[src/rtl/slug_vga_timing.sv]
// Raster timing and registered colour/sync output stage for the SlugCross core.
// Optional `SLUG_VGA_BORDER_EN` draws a white one-pixel frame around the active area.
module slug_vga_timing #(
  parameter int unsigned H_ACTIVE = 640,
  parameter int unsigned H_FP     = 16,
  parameter int unsigned H_SYNC   = 96,
  parameter int unsigned H_BP     = 48,
  parameter int unsigned V_ACTIVE = 480,
  parameter int unsigned V_FP     = 10,
  parameter int unsigned V_SYNC   = 2,
  parameter int unsigned V_BP     = 33,
  parameter bit          SYNC_POL = 1'b0
) (
  input  logic        clk,
  input  logic        reset_n,
  input  logic        ce_pix,
  input  logic [11:0] rgb_in,
  output logic [9:0]  pix_x,
  output logic [9:0]  pix_y,
  output logic        line_start,
  output logic        frame_start,
  output logic        Hsync,
  output logic        Vsync,
  output logic        HBlank,
  output logic        VBlank,
  output logic [3:0]  vgaRed,
  output logic [3:0]  vgaGreen,
  output logic [3:0]  vgaBlue
);

  localparam int unsigned H_TOTAL = H_ACTIVE + H_FP + H_SYNC + H_BP;
  localparam int unsigned V_TOTAL = V_ACTIVE + V_FP + V_SYNC + V_BP;

  // Counters are 10 bits wide, so neither total may exceed 1024.
  if ((H_TOTAL > 1024) || (V_TOTAL > 1024)) begin : g_total_check
    $error("slug_vga_timing: H_TOTAL/V_TOTAL must not exceed 1024");
  end

  localparam logic [9:0]  H_LAST  = 10'(H_TOTAL - 1);
  localparam logic [9:0]  V_LAST  = 10'(V_TOTAL - 1);
  localparam logic [10:0] H_ACT_X = 11'(H_ACTIVE);
  localparam logic [10:0] H_SS_X  = 11'(H_ACTIVE + H_FP);
  localparam logic [10:0] H_SE_X  = 11'(H_ACTIVE + H_FP + H_SYNC);
  localparam logic [10:0] V_ACT_X = 11'(V_ACTIVE);
  localparam logic [10:0] V_SS_X  = 11'(V_ACTIVE + V_FP);
  localparam logic [10:0] V_SE_X  = 11'(V_ACTIVE + V_FP + V_SYNC);

  logic [9:0]  h_q, h_d;
  logic [9:0]  v_q, v_d;
  logic [10:0] h_ext_s, v_ext_s;
  logic        hblank_s, vblank_s;
  logic        hsync_act_s, vsync_act_s;
  logic [11:0] colour_s;
  logic        hsync_q, hsync_d;
  logic        vsync_q, vsync_d;
  logic        hblank_q, hblank_d;
  logic        vblank_q, vblank_d;
  logic [11:0] rgb_q, rgb_d;

  always_comb begin
    h_d = h_q;
    v_d = v_q;
    if (ce_pix) begin
      if (h_q == H_LAST) begin
        h_d = 10'd0;
        if (v_q == V_LAST) begin
          v_d = 10'd0;
        end else begin
          v_d = v_q + 10'd1;
        end
      end else begin
        h_d = h_q + 10'd1;
        v_d = v_q;
      end
    end else begin
      h_d = h_q;
      v_d = v_q;
    end
  end

  // Widened compares keep sync-end bounds exact even when a total reaches 1024.
  always_comb begin
    h_ext_s     = {1'b0, h_q};
    v_ext_s     = {1'b0, v_q};
    hblank_s    = (h_ext_s >= H_ACT_X);
    vblank_s    = (v_ext_s >= V_ACT_X);
    hsync_act_s = (h_ext_s >= H_SS_X) && (h_ext_s < H_SE_X);
    vsync_act_s = (v_ext_s >= V_SS_X) && (v_ext_s < V_SE_X);
  end

`ifdef SLUG_VGA_BORDER_EN
  localparam logic [9:0] H_EDGE = 10'(H_ACTIVE - 1);
  localparam logic [9:0] V_EDGE = 10'(V_ACTIVE - 1);
  logic border_s;

  always_comb begin
    border_s = (h_q == 10'd0) || (h_q == H_EDGE) || (v_q == 10'd0) || (v_q == V_EDGE);
  end

  always_comb begin
    colour_s = 12'h000;
    if (hblank_s || vblank_s) begin
      colour_s = 12'h000;
    end else if (border_s) begin
      colour_s = 12'hFFF;
    end else begin
      colour_s = rgb_in;
    end
  end
`else
  always_comb begin
    colour_s = 12'h000;
    if (hblank_s || vblank_s) begin
      colour_s = 12'h000;
    end else begin
      colour_s = rgb_in;
    end
  end
`endif

  always_comb begin
    hsync_d  = hsync_q;
    vsync_d  = vsync_q;
    hblank_d = hblank_q;
    vblank_d = vblank_q;
    rgb_d    = rgb_q;
    if (ce_pix) begin
      hsync_d  = hsync_act_s ? SYNC_POL : ~SYNC_POL;
      vsync_d  = vsync_act_s ? SYNC_POL : ~SYNC_POL;
      hblank_d = hblank_s;
      vblank_d = vblank_s;
      rgb_d    = colour_s;
    end else begin
      hsync_d  = hsync_q;
      vsync_d  = vsync_q;
      hblank_d = hblank_q;
      vblank_d = vblank_q;
      rgb_d    = rgb_q;
    end
  end

  // All seven video outputs load on the same edge, one pixel behind the counters.
  always_ff @(posedge clk or negedge reset_n) begin
    if (!reset_n) begin
      h_q      <= 10'd0;
      v_q      <= 10'd0;
      hsync_q  <= ~SYNC_POL;
      vsync_q  <= ~SYNC_POL;
      hblank_q <= 1'b1;
      vblank_q <= 1'b1;
      rgb_q    <= 12'h000;
    end else begin
      h_q      <= h_d;
      v_q      <= v_d;
      hsync_q  <= hsync_d;
      vsync_q  <= vsync_d;
      hblank_q <= hblank_d;
      vblank_q <= vblank_d;
      rgb_q    <= rgb_d;
    end
  end

  assign pix_x       = h_q;
  assign pix_y       = v_q;
  assign line_start  = (h_q == 10'd0);
  assign frame_start = (h_q == 10'd0) && (v_q == 10'd0);
  assign Hsync       = hsync_q;
  assign Vsync       = vsync_q;
  assign HBlank      = hblank_q;
  assign VBlank      = vblank_q;
  assign vgaRed      = rgb_q[11:8];
  assign vgaGreen    = rgb_q[7:4];
  assign vgaBlue     = rgb_q[3:0];

endmodule

[config.mk]
export PLATFORM = sky130hd
export DESIGN_NAME = slug_vga_timing
export DESIGN_NICKNAME = d
export VERILOG_FILES = /design/src/rtl/slug_vga_timing.sv
export SDC_FILE = /design/constraint.sdc
export NUM_CORES = 1
export LEC_CHECK = 0
export ABC_CLOCK_PERIOD_IN_PS = 2000
export CORE_ASPECT_RATIO = 1.1
export CORE_MARGIN = 10
export CORE_UTILIZATION = 30
export CTS_CLUSTER_SIZE = 14
export DETAILED_ROUTE_END_ITERATION = 7
export PLACE_DENSITY = 0.58
export REMOVE_ABC_BUFFERS = 1
export SLEW_MARGIN = 10
export SYNTH_ARGS = -nofsm -noshare
export SYNTH_HDL_FRONTEND = slang
export SYNTH_SLANG_ARGS = --single-unit
export TNS_END_PERCENT = 50
[constraint.sdc]
create_clock -name clk -period 2 [get_ports clk]
set_input_delay 0.5 -clock clk [delete_from_list [all_inputs] [get_ports clk]]
set_output_delay 0.5 -clock clk [all_outputs]
set_load 0.01 [all_outputs]
==> qor.yml, run 1 <==
status: "finished with violations"
failed_checks: "negative setup slack"
cts_made_buffers: 5
via_count: 1568
rsz0062_at_grt: "yes"
drc_errors: 0
core-area_um2: 5770
synth_top_family_by_area: "simple AND/OR/NAND/NOR gates"
clk_pin_slew_ns: 0.08
drive_gt1_frac: 0.243
die_width_um: 93.3
synth-simple-area-share: 0.237
worst-setup-path-type: "flop to output pin"
max_freq_mhz: 460
timing.hold.ws_ns: 0.242
fillers: 520
cp-start-kind: "flop"
final.setup.tns_ns: -0.226
htreeDepth: 2
r2r_slack_ns: 0.22
grt_pass1_vias: 1600
first_pass_iters: 4
critPathMaxFanout: 2
nets: 273
io_pins: 53
start_util: 0.307
wire_per_inst_um: 14.9
synth_compound_area_frac: 0.119
avgSynthCellArea_um2: 10.7
fin_ws_ns: -0.172
worst_setup_path_end_kind: "output pin"
grt_usage: 0.109
r2r-end: "pix_y[7]"
finalHoldViolations: 0
grt_max_degree: 37
dieArea_um2: 9390
ir_drop_mv: 0.370
ys_seq_elements: 36
relSlewSlack: 0.682
fin_crit_sh: 1.09
dp_hpwl_um: 3790
ys_types: 34
dp.cells: 321
max_cap_violations: 0
final_cell_mix: "49 x clkdlybuf4s50_1, 36 x buf_4, 32 x dfrtp_1, 15 x nor2_1"
r2r_start: "pix_x[5]"
rows: 29
synth-xor-area-share: 0.0642
wl_um: 4960
cts.hold.buffers_added: 0
worst-endpoint-required_ns: 1.50
final_util: 0.475
synth_seq_area_share: 0.511
portBuffers: 52
yosys_warnings: 0
via_per_inst: 4.72
synth_fa_ha_area_frac: 0.0282
clock_latency_ns: 0.29
worstMarginPinSlew_ns: 0.477
cts_tree: "done"
cts-root-buf: "clkbuf_8"
finClkSkew_ns: 0.00604
synth_cells: 165
yosys-mux-area-fraction: 0.00565
stdcell_count: 332
cp_data_arrival_time_ns: 1.67
syn_area_um2: 1770
cts_sinks: 36
die_h_um: 101
clock_path_buffers: 2
power.density_nw_per_um2: 812
min_path_type: "primary input to asynchronous set/reset pin"
drt-initial-drc-count: 85
fin_crit_ns: 2.17
maxSlewViolCount: 0
ant_nets: 0
area_growth_pct: 54.6
grt_first_pass_wirelength_um: 8160
antenna_found_initial: 0
reg2reg_depth: 6
diodes: 0
layout_commonest_cell: "clkdlybuf4s50_1"
gp_congestion: 0.757
grt_overflow: 0
p_leak_uw: 0.00117
setup_viol: 2
[registers in the layout, indices dropped and copies added (netlist names)]
signal,count
rgb_q,12
pix_x,10
pix_y,10
HBlank,1
Hsync,1
VBlank,1
Vsync,1
[cell usage after synthesis, drive strengths merged]
| master | n | area [um^2] |
|---|---|---|
| nand3b | 1 | 20.0 |
| nand3 | 11 | 55.1 |
| nor3 | 4 | 20.0 |
| a21oi | 3 | 15.0 |
| buf | 5 | 30.0 |
| o21ai | 9 | 45.0 |
| ha | 4 | 50.1 |
| and4 | 3 | 26.3 |
| nand2 | 8 | 30.0 |
| and3 | 4 | 25.0 |
| nor2 | 15 | 56.3 |
| xnor2 | 13 | 114 |
| nor4 | 7 | 86.3 |
| nor4b | 1 | 8.76 |
| nand4 | 7 | 43.8 |
| nand2b | 1 | 6.26 |
| clkbuf | 2 | 8.75 |
| a31oi | 2 | 12.5 |
| o2bb2ai | 1 | 8.76 |
| dfrtp | 32 | 801 |
| a41oi | 1 | 8.76 |
| or2 | 5 | 31.3 |
| nand4bb | 1 | 11.3 |
| dfstp | 4 | 105 |
| o211ai | 1 | 7.51 |
| mux2i | 1 | 10.0 |
| a22o | 13 | 114 |
| inv | 6 | 22.5 |
[metrics by stage]
step | cell area, um^2 | total power, uW | worst slack (ns)
after floorplan | 1730 | 1160 | 0.0329
final | 2740 | 2220 | -0.172
after CTS | 2710 | 2230 | -0.184
after global placement | 2600 | 1570 | -0.163
after global routing | 2740 | 2360 | -0.293
after detailed placement | 2600 | 1580 | -0.211
[report_power, final]
part	internal (uW)	total, uW	switching, uW	leakage, uW
clock	369	643	274	0.0000541
combinational	366	733	367	0.000678
sequential	804	849	44.9	0.000440
total	1540	2220	686	0.00117
[cell families (layout without fill, tap and decap cells)]
family                   after synthesis  after routing
AO/OA/AOI/OAI                         30             30
flip-flops                            36             36
multiplexers                           1              1
adder cells (fa/ha/maj)                4              4
AND/OR/NAND/NOR                       68             68
XOR/XNOR                              13             13
buffers and inverters                 13            103
[routing by layer]
layer  vias up  share of wire  global-route usage
met5         -              0                   0
met3         6          0.072              0.0395
li1        779              -                   -
met2        31           0.50               0.183
met4         0          0.011              0.0321
met1       752           0.41               0.127
[critical path, cell delays in order, from the launching register on]
cell     delay, ns
dfrtp_1       0.38
or2_1         0.25
nor3_2        0.11
and4_1        0.23
buf_4         0.11
and4_1        0.16
buf_2         0.14
[layout make-up]
type / instances / area (um^2) / share of cell area
Clock buffer: 5 / 68.8 / 0.0251
Clock inverter: 3 / 42.5 / 0.0155
Inverter: 6 / 22.5 / 0.00822
Multi-Input combinational cell: 116 / 811 / 0.296
Sequential cell: 36 / 906 / 0.331
Tap cell: 77 / 96.3 / 0.0352
Timing Repair Buffer: 89 / 793 / 0.289
[worst max-delay path by stage]
stage / start / slack (ns) / end
6_report: pix_x[5] / -0.17 / frame_start
5_1_grt: pix_x[5] / -0.29 / frame_start
4_1_cts: pix_x[6] / -0.18 / frame_start
3_5_place_dp: pix_x[6] / -0.21 / frame_start
3_3_place_gp: pix_x[6] / -0.16 / frame_start
2_1_floorplan: pix_x[6] / 0.03 / frame_start
[timing repair]
action	4_1_cts	5_1_grt
hold endpoints to repair	0	0
gates resized for setup	6	3
pin swaps	1	2
setup endpoints to repair	2	2
setup buffers	1	2
Note: power is estimated with default switching activity, not from simulation.
==> run 2: changes to the inputs <==
Settings changed: REMOVE_ABC_BUFFERS 1 to not set.
==> run 2 against run 1 <==
Net effect: the flow still finishes with violations (negative setup slack); core utilization shrank 0.78 points; clock skew grew 0.0037 ns; clock power shrank 18%; worst setup slack gained 0.11 ns; largest cell class unchanged; maximum frequency grew 5.2%; sequential power is essentially flat; global-route usage shrank 0.22 points; hold slack gained 0.25 ns; non-clock buffer count shrank 4; critical path depth shrank 1.
==> qor.yml, run 2 (same netlist as run 1, synthesis figures left out) <==
status: "finished with violations"
failed_checks: "negative setup slack"
drt-initial-drc-count: 71  # -16%
htreeDepth: 2  # unchanged
min_path_type: "flop to flop"
finClkSkew_ns: 0.00970  # +0.00366 ns
grt_max_degree: 37  # unchanged
wl_um: 5030  # +1.6%
p_total_uw: 2110  # -5.2%
portBuffers: 52  # unchanged
final_util: 0.467  # -0.00781
antenna_found_initial: 0  # unchanged
dieArea_um2: 9390  # unchanged
cts-root-buf: "clkbuf_8"
clock_path_buffers: 2  # unchanged
final.setup.tns_ns: -0.0841  # +0.142 ns
busiest_layer: "met2"
hold_depth: 2
final_cell_mix: "50 x clkdlybuf4s50_1, 32 x dfrtp_1, 32 x buf_4, 15 x nor2_1"
core-area_um2: 5770  # unchanged
die_width_um: 93.3  # unchanged
cp-start-kind: "flop"
worst-endpoint-required_ns: 1.50  # about the same
first_pass_iters: 4  # unchanged
cts_tree: "done"
reg2reg_depth: 6  # unchanged
layout_commonest_cell: "clkdlybuf4s50_1"
grt_first_pass_wirelength_um: 8030  # -1.6%
clk_pin_slew_ns: 0.08  # about the same
gp_congestion: 0.781  # +3.2%
wire_per_inst_um: 15.3  # +2.8%
fin_crit_sh: 1.03  # -0.0538
power.density_nw_per_um2: 783  # -3.6%
finalHoldViolations: 0  # unchanged
fin_ws_ns: -0.0644  # +0.108 ns
nets: 269  # -1.5%
setup_viol: 2  # unchanged
largest_register_ff_count: 12  # unchanged
cts_made_buffers: 5  # unchanged
grt_overflow: 0  # unchanged
p_leak_uw: 0.00115  # -2.0%
ant_nets: 0  # unchanged
stdcell_count: 328  # -1.2%
met1_usage: 0.142  # +0.0158
via_per_inst: 4.79  # +1.4%
gr-usage-met2: 0.152  # -0.0305
drive_gt1_frac: 0.223  # -0.0200
worst-setup-path-type: "flop to output pin"
max_freq_mhz: 484  # +5.2%
synth_nets: 184
dp_hpwl_um: 3750  # -1.1%
diodes: 0  # unchanged
grt_pass1_vias: 1581  # -1.2%
start_util: 0.307  # unchanged
top_register: "rgb_q"
io_pins: 53  # unchanged
relSlewSlack: 0.678  # -0.00419
rows: 29  # unchanged
via_count: 1571  # +0.19%
cts_sinks: 36  # unchanged
dp.cells: 317  # -1.2%
design_area_um2: 2700  # -1.6%
maxSlewViolCount: 0  # unchanged
area_growth_pct: 52.0
rsz0062_at_grt: "yes"
max_cap_violations: 0  # unchanged
grt_usage: 0.107  # -0.00223
fin_crit_ns: 2.06  # -0.108 ns
cp_data_arrival_time_ns: 1.56  # -0.11 ns
clock_latency_ns: 0.29  # about the same
drc_errors: 0  # unchanged
ir_drop_mv: 0.437  # +18%
worstMarginPinSlew_ns: 0.483  # +0.00629 ns
worst_setup_path_end_kind: "output pin"
critPathMaxFanout: 2  # unchanged
postPlaceCellArea_um2: 2580  # -0.96%
grt_util_met3: 0.0417  # +0.00224
die_h_um: 101  # unchanged
fillers: 555  # +6.7%
## run 2: final cells by class
cell class                      instances  area [um^2]  share of cell area
Tap cell                               77         96.3              0.0357
Clock buffer                            5         68.8              0.0255
Sequential cell                        36          906               0.336
Clock inverter                          3         18.8             0.00696
Timing Repair Buffer                   85          768               0.285
Inverter                                6         22.5             0.00836
Multi-Input combinational cell        116          815               0.302
## run 2: what timing repair did
item / CTS / global route
setup endpoints to repair: 2 / 4
pin swaps: 2 / 2
hold buffers: 0 / 0
hold endpoints to repair: 0 / 0
resized for setup: 11 / 1
setup buffers: 1 / 2
## run 2: final timing paths
path	startpoint	endpoint	slack (ns)
setup reg to reg	pix_x[5]	pix_y[5]	0.24
max in group asynchronous	reset_n	HBlank	1.00
min in group asynchronous	reset_n	pix_y[5]	0.64
hold / removal	HBlank	HBlank	0.49
setup / recovery	pix_x[5]	frame_start	-0.06
hold reg to reg	HBlank	HBlank	0.49
## run 2: worst max-delay path: stages, from the launching register on
cell and delay, ns:
dfrtp_1 0.38, or2_1 0.24, nor3_1 0.12, and4_1 0.21
and4_1 0.19, buf_2 0.14
## run 2: power by group
part           leakage [uW]  switching [uW]  internal (uW)
sequential         0.000440            47.2            804
clock             0.0000479             283            243
combinational      0.000660             370            363
## run 2: per-stage QoR
| step | hold WS (ns) | setup slack (ns) |
|---|---|---|
| floorplan | 0.204 | 0.0609 |
| global placement | 0.478 | -0.165 |
| detailed placement | 0.479 | -0.225 |
| CTS | 0.493 | -0.126 |
| global route | 0.516 | -0.153 |
| finish | 0.493 | -0.0644 |
## run 2: per-layer routing
layer | wire length [um] | share of wire
met1 | 2370 | 0.47
met2 | 2150 | 0.43
met3 | 480 | 0.095
met4 | 40 | 0.0079
met5 | 0 | 0
==> run 3: changes to the inputs <==
Settings changed: CORE_MARGIN 10 to 1.5, GPL_TIMING_DRIVEN set to 0.
==> run 3 against run 2 <==
Net effect: the flow still finishes with violations (negative setup slack); global-route usage increased by 3.6 points; clock power increased by 35%; register-to-register slack got worse by 0.09 ns; hold slack got worse by 0.42 ns; wire length decreased by 13%; combinational power decreased by 14%; non-clock buffer count decreased by 22; cell count decreased by 6.7%; critical path depth increased by 1; power increased by 4.9%; maximum frequency decreased by 5.3%; largest cell class unchanged.
==> qor.yml, run 3 (same netlist as run 1, synthesis figures left out) <==
status: "finished with violations"
failed_checks: "negative setup slack"
start_util: 0.309  # +0.00195
clk_pin_slew_ns: 0.08  # about the same
gp_congestion: 0.791  # +1.2%
design_area_um2: 2570  # -4.6%
largest_register_ff_count: 12  # unchanged
fin_crit_ns: 2.18  # +0.116 ns
finClkSkew_ns: 0.00612  # -0.00358 ns
top_register: "rgb_q"
die_width_um: 76.3  # -18%
worstMarginPinSlew_ns: 0.431  # -0.0519 ns
cp-start-kind: "flop"
met3WireLength_um: 176  # -63%
ant_nets: 0  # unchanged
htreeDepth: 2  # unchanged
portBuffers: 51  # -1.9%
cts_tree: "done"
wl_um: 4390  # -13%
area_growth_pct: 45.0
max_freq_mhz: 459  # -5.3%
grt_overflow: 0  # unchanged
worst-setup-path-type: "flop to output pin"
first_pass_iters: 4  # unchanged
r2r_start: "pix_x[1]"
fin_crit_sh: 1.09  # +0.0580
pre_cts_ws_ns: -0.477  # -0.252 ns
via_count: 1498  # -4.6%
finalHoldViolations: 0  # unchanged
grt_max_degree: 27  # -27%
worst_setup_path_end_kind: "output pin"
cts-root-buf: "clkbuf_8"
highest_layer: "met4"
dp_hpwl_um: 3130  # -17%
cts_made_buffers: 5  # unchanged
grt_pass1_vias: 1418  # -10%
io_pins: 53  # unchanged
postPlaceCellArea_um2: 2390  # -7.0%
relSlewSlack: 0.713  # +0.0346
synth_nets: 184  # unchanged
wire_per_inst_um: 14.3  # -6.6%
nets: 247  # -8.2%
cts.hold.buffers_added: 0  # unchanged
min_path_type: "primary input to asynchronous set/reset pin"
rsz0062_at_grt: "yes"
worst-endpoint-required_ns: 1.50  # about the same
clock_path_buffers: 2  # unchanged
power.density_nw_per_um2: 861  # +10%
cp_data_arrival_time_ns: 1.68  # +0.12 ns
core-area_um2: 5730  # -0.63%
ir_drop_mv: 0.553  # +26%
die_h_um: 83.6  # -17%
clock_latency_ns: 0.29  # about the same
rows: 29  # unchanged
grt_first_pass_wirelength_um: 7070  # -12%
critPathLaunch: "pix_x[6]"
antenna_found_initial: 0  # unchanged
drive_gt1_frac: 0.175  # -0.0484
final_cell_mix: "48 x clkdlybuf4s50_1, 30 x dfrtp_1, 15 x nor2_1, 13 x a22o_1, 13 x xnor2_1"
dr_wl_met2_um: 2090  # -2.5%
setup_viol: 1  # -1
layout_commonest_cell: "clkdlybuf4s50_1"
critPathMaxFanout: 2  # unchanged
grt_usage: 0.143  # +0.0359
max_cap_violations: 0  # unchanged
drc_errors: 0  # unchanged
maxSlewViolCount: 0  # unchanged
wl_met1_um: 2020  # -15%
via_per_inst: 4.90  # +2.2%
p_leak_uw: 0.00104  # -9.0%
cts_sinks: 36  # unchanged
drt-initial-drc-count: 98  # +38%
final.setup.tns_ns: -0.180  # -0.0963 ns
diodes: 0  # unchanged
fin_ws_ns: -0.180  # -0.116 ns
dieArea_um2: 6380  # -32%
## run 3: cell count changes in the layout (fill, tap and decap cells not counted), moves of 2 or more
cell and change:
buf_4 -27, buf_2 +4, clkbuf_8 +2, clkdlybuf4s50_1 -2, clkinv_2 -2, dfrtp_1 -2
dfrtp_2 +2
## run 3: stage by stage
stage           util  hold slack (ns)  cells  total power, uW
2_1_floorplan      -            0.204    165             1210
3_3_place_gp   0.415            0.477    293             1470
3_5_place_dp   0.418            0.396    294             1470
4_1_cts        0.448           0.0795    307             2250
5_1_grt        0.448           0.0806    306             2320
6_report       0.448           0.0765    306             2210
## run 3: worst paths after layout
path	end	slack, ns	cells after the start
min reg2reg	Vsync	0.49	2
max	frame_start	-0.18	6
min	pix_x[0]	0.08	1
max reg2reg	pix_y[4]	0.15	5
max in group asynchronous	Vsync	1.43	2
min in group clk	Vsync	0.49	2
## run 3: area by class of cell
cell class / count / area, um^2
Clock buffer: 7 / 96.3
Timing Repair Buffer: 57 / 559
Multi-Input combinational cell: 116 / 831
Tap cell: 77 / 96.3
Inverter: 6 / 22.5
Fill cell: 575 / 3160
Sequential cell: 36 / 908
Clock inverter: 1 / 30.0
Buffer: 6 / 27.5
## run 3: routing by layer
metal / vias up / track usage
met5: - / 0
met4: 0 / 0.0522
met3: 9 / 0.0372
met2: 45 / 0.224
met1: 717 / 0.189
li1: 727 / -
## run 3: repair_timing
item	in CTS	in global routing
hold endpoints to repair	0	0
setup endpoints to repair	2	5
setup buffers	5	1
resized for setup	11	3
pin swaps	2	2
## run 3: worst max-delay path, stage by stage, from the launching register on
cell and delay [ns]:
dfrtp_2 0.41, or2_4 0.26, nor3_2 0.09, and4_1 0.23
buf_4 0.12, and4_1 0.16, buf_2 0.13
## run 3: report_power, final
part           switching (uW)  internal, uW  total, uW
combinational             328           305        632
sequential               65.9           806        872
clock                     269           440        710
